[config.mk]
export PLATFORM = sky130hd
export DESIGN_NAME = mdu_issue_ctrl
export DESIGN_NICKNAME = d
export VERILOG_FILES = /design/src/rtl/mdu_issue_ctrl.sv
export SDC_FILE = /design/constraint.sdc
export NUM_CORES = 1
export LEC_CHECK = 0
export CAP_MARGIN = 15
export CORE_AREA = 5 5 121 123
export DETAILED_ROUTE_END_ITERATION = 10
export DIE_AREA = 0 0 126 128
export PLACE_DENSITY = 0.79
export SLEW_MARGIN = 25
export SYNTH_ARGS = -nofsm -noshare
export SYNTH_HDL_FRONTEND = slang
export SYNTH_SLANG_ARGS = --single-unit
[constraint.sdc]
create_clock -name clk -period 2.2 [get_ports clk]
set_clock_uncertainty 0.2 [all_clocks]
set_input_delay 0.44 -clock clk [delete_from_list [all_inputs] [get_ports clk]]
set_output_delay 0.44 -clock clk [all_outputs]
set_load 0.03 [all_outputs]
[src/rtl/mdu_issue_ctrl.sv]
// M-extension issue controller: accepts one M-op, launches it on the multiplier or divider and returns the result with its rd tag.
// Optional feature macro: MDU_DIV_SPECIAL_EN resolves divide-by-zero and signed overflow locally without launching the divider.
module mdu_issue_ctrl #(
  parameter int unsigned TAG_W = 5
) (
  input  logic             clk,
  input  logic             rst,
  input  logic             req_valid,
  output logic             req_ready,
  input  logic [2:0]       req_funct3,
  input  logic [31:0]      req_rs1,
  input  logic [31:0]      req_rs2,
  input  logic [TAG_W-1:0] req_tag,
  input  logic             flush,
  output logic             resp_valid,
  input  logic             resp_ready,
  output logic [31:0]      resp_data,
  output logic [TAG_W-1:0] resp_tag,
  output logic             mul_in_valid,
  output logic [1:0]       mul_type,
  output logic [31:0]      multiplier,
  output logic [31:0]      multiplicand,
  input  logic [31:0]      mul_out,
  input  logic             mul_out_valid,
  input  logic             mul_busy,
  output logic             mul_cpu_busy,
  output logic             div_in_valid,
  output logic [1:0]       div_type,
  output logic [31:0]      dividend,
  output logic [31:0]      divisor,
  input  logic [31:0]      div_out,
  input  logic             div_out_valid,
  input  logic             div_busy,
  output logic             div_cpu_busy
);

  localparam int unsigned XLEN = 32;
  localparam int unsigned F3_W = 3;

  typedef enum logic [2:0] {
    S_IDLE,
    S_ISSUE,
    S_WAIT_MUL,
    S_WAIT_DIV,
    S_RESP,
    S_DRAIN
  } state_t;

  state_t            r_state;
  state_t            w_state_nxt;
  logic [F3_W-1:0]   r_funct3;
  logic [XLEN-1:0]   r_rs1;
  logic [XLEN-1:0]   r_rs2;
  logic [TAG_W-1:0]  r_tag;
  logic [XLEN-1:0]   r_resp_data;
  logic [XLEN-1:0]   w_resp_nxt;
  logic              w_req_ready;
  logic              w_accept;
  logic              w_load_resp;
  logic              w_mul_launch;
  logic              w_div_launch;
  logic              w_unit_done;

`ifdef MDU_DIV_SPECIAL_EN
  // Divide corner cases answered directly from the request operands.
  logic              w_div_zero;
  logic              w_div_ovf;
  logic              w_special;
  logic [XLEN-1:0]   w_special_res;

  assign w_div_zero    = (req_rs2 == '0);
  assign w_div_ovf     = !req_funct3[0] && (req_rs1 == 32'h8000_0000) && (req_rs2 == 32'hFFFF_FFFF);
  assign w_special     = req_funct3[2] && (w_div_zero || w_div_ovf);
  assign w_special_res = w_div_zero ? (req_funct3[1] ? req_rs1 : '1)
                                    : (req_funct3[1] ? '0 : 32'h8000_0000);
`endif

  always_ff @(posedge clk) begin
    if (rst) begin
      r_state <= S_IDLE;
    end else begin
      r_state <= w_state_nxt;
    end
  end

  always_comb begin
    w_state_nxt  = r_state;
    w_accept     = 1'b0;
    w_load_resp  = 1'b0;
    w_resp_nxt   = r_resp_data;
    w_mul_launch = 1'b0;
    w_div_launch = 1'b0;
    w_req_ready  = (r_state == S_IDLE) && !flush;
    w_unit_done  = r_funct3[2] ? div_out_valid : mul_out_valid;
    case (r_state)
      S_IDLE: begin
        if (req_valid && w_req_ready) begin
          w_accept = 1'b1;
`ifdef MDU_DIV_SPECIAL_EN
          if (w_special) begin
            w_load_resp = 1'b1;
            w_resp_nxt  = w_special_res;
            w_state_nxt = S_RESP;
          end else begin
            w_state_nxt = S_ISSUE;
          end
`else
          w_state_nxt = S_ISSUE;
`endif
        end
      end
      S_ISSUE: begin
        if (flush) begin
          w_state_nxt = S_IDLE;
        end else if (r_funct3[2]) begin
          if (!div_busy) begin
            w_div_launch = 1'b1;
            w_state_nxt  = S_WAIT_DIV;
          end
        end else if (!mul_busy) begin
          w_mul_launch = 1'b1;
          w_state_nxt  = S_WAIT_MUL;
        end
      end
      S_WAIT_MUL: begin
        // A result arriving in the flush cycle is simply discarded; nothing is left to drain.
        if (flush) begin
          w_state_nxt = mul_out_valid ? S_IDLE : S_DRAIN;
        end else if (mul_out_valid) begin
          w_load_resp = 1'b1;
          w_resp_nxt  = mul_out;
          w_state_nxt = S_RESP;
        end
      end
      S_WAIT_DIV: begin
        if (flush) begin
          w_state_nxt = div_out_valid ? S_IDLE : S_DRAIN;
        end else if (div_out_valid) begin
          w_load_resp = 1'b1;
          w_resp_nxt  = div_out;
          w_state_nxt = S_RESP;
        end
      end
      S_RESP: begin
        if (flush || resp_ready) begin
          w_state_nxt = S_IDLE;
        end
      end
      S_DRAIN: begin
        if (w_unit_done) begin
          w_state_nxt = S_IDLE;
        end
      end
      default: begin
        w_state_nxt = S_IDLE;
      end
    endcase
  end

  // Operand and response holding registers.
  always_ff @(posedge clk) begin
    if (rst) begin
      r_funct3    <= '0;
      r_rs1       <= '0;
      r_rs2       <= '0;
      r_tag       <= '0;
      r_resp_data <= '0;
    end else begin
      if (w_accept) begin
        r_funct3 <= req_funct3;
        r_rs1    <= req_rs1;
        r_rs2    <= req_rs2;
        r_tag    <= req_tag;
      end
      if (w_load_resp) begin
        r_resp_data <= w_resp_nxt;
      end
    end
  end

  assign req_ready    = w_req_ready;
  assign resp_valid   = (r_state == S_RESP);
  assign resp_data    = r_resp_data;
  assign resp_tag     = r_tag;
  assign mul_in_valid = w_mul_launch;
  assign mul_type     = r_funct3[1:0];
  assign multiplier   = r_rs2;
  assign multiplicand = r_rs1;
  assign mul_cpu_busy = (r_state != S_WAIT_MUL) && (r_state != S_DRAIN);
  assign div_in_valid = w_div_launch;
  assign div_type     = r_funct3[1:0];
  assign dividend     = r_rs1;
  assign divisor      = r_rs2;
  assign div_cpu_busy = (r_state != S_WAIT_DIV) && (r_state != S_DRAIN);

endmodule
==> summary.txt <==
Final period utilization -> 1.02
IO buf count -> 319
Leak pwr -> 2.81 nW
Relative slew slack -> 0.665
Gr ovfl total -> 0
Wl on met1 -> 5660 µm
RSZ-0062 raised after global routing -> true
Compound-Gate Fraction of Synth Area -> 0.150
Clock power share -> 0.264
Final-stage net count -> 987
CP max FO -> 3
Switching power of the nets -> 1.95 mW
Final Wtd Congestion -> 0.828
Post-Synth Adder-Cell Area -> 0
Initial antenna violation count -> 0
Cts bufs inserted -> 9
CTS Sinks -> 107
Slew Viols, Final -> 0
Critical path's top delay family -> simple AND/OR/NAND/NOR gates
Number of library cell types mapped by synthesis -> 32
Final wirelength -> 15,600 µm
Bufs and invs on worst path -> 2
Min-delay worst type -> input pin to flop
Reg2reg setup slack -> 0.25 ns
Combinational family with the most area after synthesis -> simple AND/OR/NAND/NOR gates
Cell area after layout -> 0.00798 mm²
CP Capture Type -> output pin
Hold Fails Final Rpt -> 0
DRT iter0 DRCs -> 207
Initial DRT Pass Iterations -> 4
Layout cells sized above 1 -> 0.0697
Syn Inst Count -> 603
Critical Path AT -> 1.61 ns
WS Path Type -> input pin to output pin
Top cells by area, synth -> dfxtp_1 46%, nand2_1 14%, buf_4 11%
WL/cell -> 15.2 µm
Area share of the leading cell type in the synthesized netlist -> 0.456
Sequential share of power -> 0.383
Worst-path clk slew -> 0.07 ns
Worst EP required -> 1.56 ns
Worst setup SP type -> input pin
Row cnt -> 43
Final Setup Violations -> 1
Clk buf depth -> 2
Max cap viols -> 0
Core area -> 0.0136 mm²
Simple-Gate Fraction of Synth Area -> 0.231
Switching Share -> 0.337
Area after DPL -> 0.00765 mm²
Worst path slowest cell -> or4b_4
CTS tree -> built
Average cell area after synthesis -> 7.79 µm²
Die span in y -> 128 µm
Peak supply drop -> 0.403 mV
Routed met2 length -> 8030 µm
Clock H-tree levels -> 3
Post-synthesis sequential area ratio -> 0.456
Commonest non-fill, non-tap cell in the layout -> clkdlybuf4s50_1
Vias per cell -> 4.75
Highest metal used -> met4
Area growth syn-to-layout -> 69.9%
Final worst slack -> -0.0494 ns
First-pass GRT wire length -> 23,900 µm
Largest net degree at the start of global routing -> 73
Mapped Area -> 0.00470 mm²
Worst-Skew Late Latency -> 0.34 ns
Combinational share of power -> 0.353
Most frequent cells in the layout -> 311 x clkdlybuf4s50_1, 178 x nand2_1, 104 x dfxtp_1
Cells along the critical path -> dlygate4sd2_1 -> or4b_4 -> nor3b_4 -> buf_6
Cell taking the most area after synthesis -> dfxtp_1
Synthesized flop and latch total -> 107
Die Wd -> 126 µm
Root Buffer -> clkbuf_16
Max Freq -> 0.445 GHz
Worst-margin pin slew -> 0.490 ns
Yosys Warn Count -> 0
ANT cells -> 0
Slowest stage delay, CP -> 0.58 ns
Total nets after synthesis -> 748
Post-Layout Cell Count -> 1,027
DR DRC count -> 0
Failing checks -> setup timing
Final min period -> 2.25 ns
Routed via count -> 4,879
XOR/XNOR share of the synthesized area -> 0.00186
Initial Utilization -> 0.347
Total track usage -> 0.183
Met3 WL -> 1560 µm
Antenna Nets Post-Route -> 0
Number of global-route vias before repair -> 4,683
Outcome -> finished, violations left
Mux cell area share after synthesis -> 0.00959
Num ports -> 320
Power density cells -> 723 mW/mm²
Final HPWL DP -> 11,800 µm
Placed Instances -> 1,006
Pint -> 3.83 mW
DIE AREA -> 0.0161 mm²
==> cells in the mapped netlist <==
master,count
nand2_1,179
buf_1,1
nor3b_1,1
nor2b_1,1
inv_1,1
or3_1,2
nor3_4,1
buf_2,11
or4b_1,1
clkbuf_1,31
mux2i_2,1
nor4_2,1
a311oi_1,32
nand3_1,32
o21ai_0,1
nand3b_1,1
o22ai_1,1
xnor2_1,1
and3_1,1
nand2b_1,4
a2111oi_0,2
mux2_2,1
nor3_1,1
dfxtp_1,107
a211oi_1,1
o21a_1,1
and2_1,1
buf_4,71
a21bo_2,1
a21oi_1,74
nor2_1,37
mux2i_1,2
==> metal layers <==
metal	track usage	up-vias
met5	0	-
met4	0.0700	0
met3	0.0729	25
met2	0.339	203
met1	0.185	2227
li1	-	2424
==> stage by stage <==
step | setup slack [ns] | TNS, ns | power, mW | hold slack (ns) | utilization
6_report | -0.0494 | -0.0494 | 5.77 | 0.242 | 0.589
3_5_place_dp | -0.282 | -0.944 | 4.28 | 0.248 | 0.564
5_1_grt | -0.0966 | -0.176 | 6.05 | 0.246 | 0.589
3_3_place_gp | -0.264 | -0.610 | 4.26 | 0.243 | 0.564
4_1_cts | -0.100 | -0.128 | 5.83 | 0.224 | 0.587
2_1_floorplan | -0.0272 | -0.0272 | 3.45 | 0.250 | -
==> power by group through the flow <==
| stage | logic [mW] | registers, mW | clock network [mW] |
|---|---|---|---|
| 4_1_cts | 2.02 | 2.23 | 1.58 |
| 3_5_place_dp | 2.01 | 2.27 | 0 |
| 2_1_floorplan | 0.969 | 2.48 | 0 |
| 5_1_grt | 2.17 | 2.23 | 1.66 |
| 6_report | 2.04 | 2.21 | 1.52 |
| 3_3_place_gp | 2.00 | 2.26 | 0 |
==> kinds of logic (layout without fill, tap and decap cells) <==
logic type | after synthesis | after routing
compound gates | 113 | 113
xor+xnor | 1 | 1
buf+inv | 115 | 359
flops | 107 | 107
mux | 4 | 4
simple gates | 263 | 263
==> state kept, by name, indices dropped and copies added, names as in the netlist <==
register	cells
resp_tag	5
r_funct3	3
r_state	3
divisor	32
resp_data	32
dividend	32
==> path summary, 6_finish.rpt <==
path | end | from | depth (start not counted)
min | r_state[1] | rst | 2
max | div_in_valid | flush | 4
max reg2reg | resp_data[5] | r_state[2] | 7
min reg2reg | resp_tag[2] | resp_tag[2] | 2
==> worst register-to-register path: stages (launching register included) <==
cell	delay (ns)
dfxtp_4	0.36
buf_4	0.14
nand2b_1	0.17
buf_4	0.16
nor3_4	0.19
buf_12	0.28
nor2_1	0.10
a311oi_1	0.27
==> area by class of cell <==
cell class                 count  area (µm²)
fill                        1237        5570
tap                          180         225
multi-input combinational    381        1890
clock inverter                 4        25.0
sequential                   107        2150
timing repair buffer         342        3430
inverter                       1        3.75
clock buffer                  12         256
==> repair_timing <==
item                       4_1_cts  5_1_grt
setup endpoints to repair        5        4
resized for setup               15        6
hold buffers                     0        0
setup buffers                    2        3
pin swaps                        2        2
No activity file was read; power rests on OpenSTA's default activity.
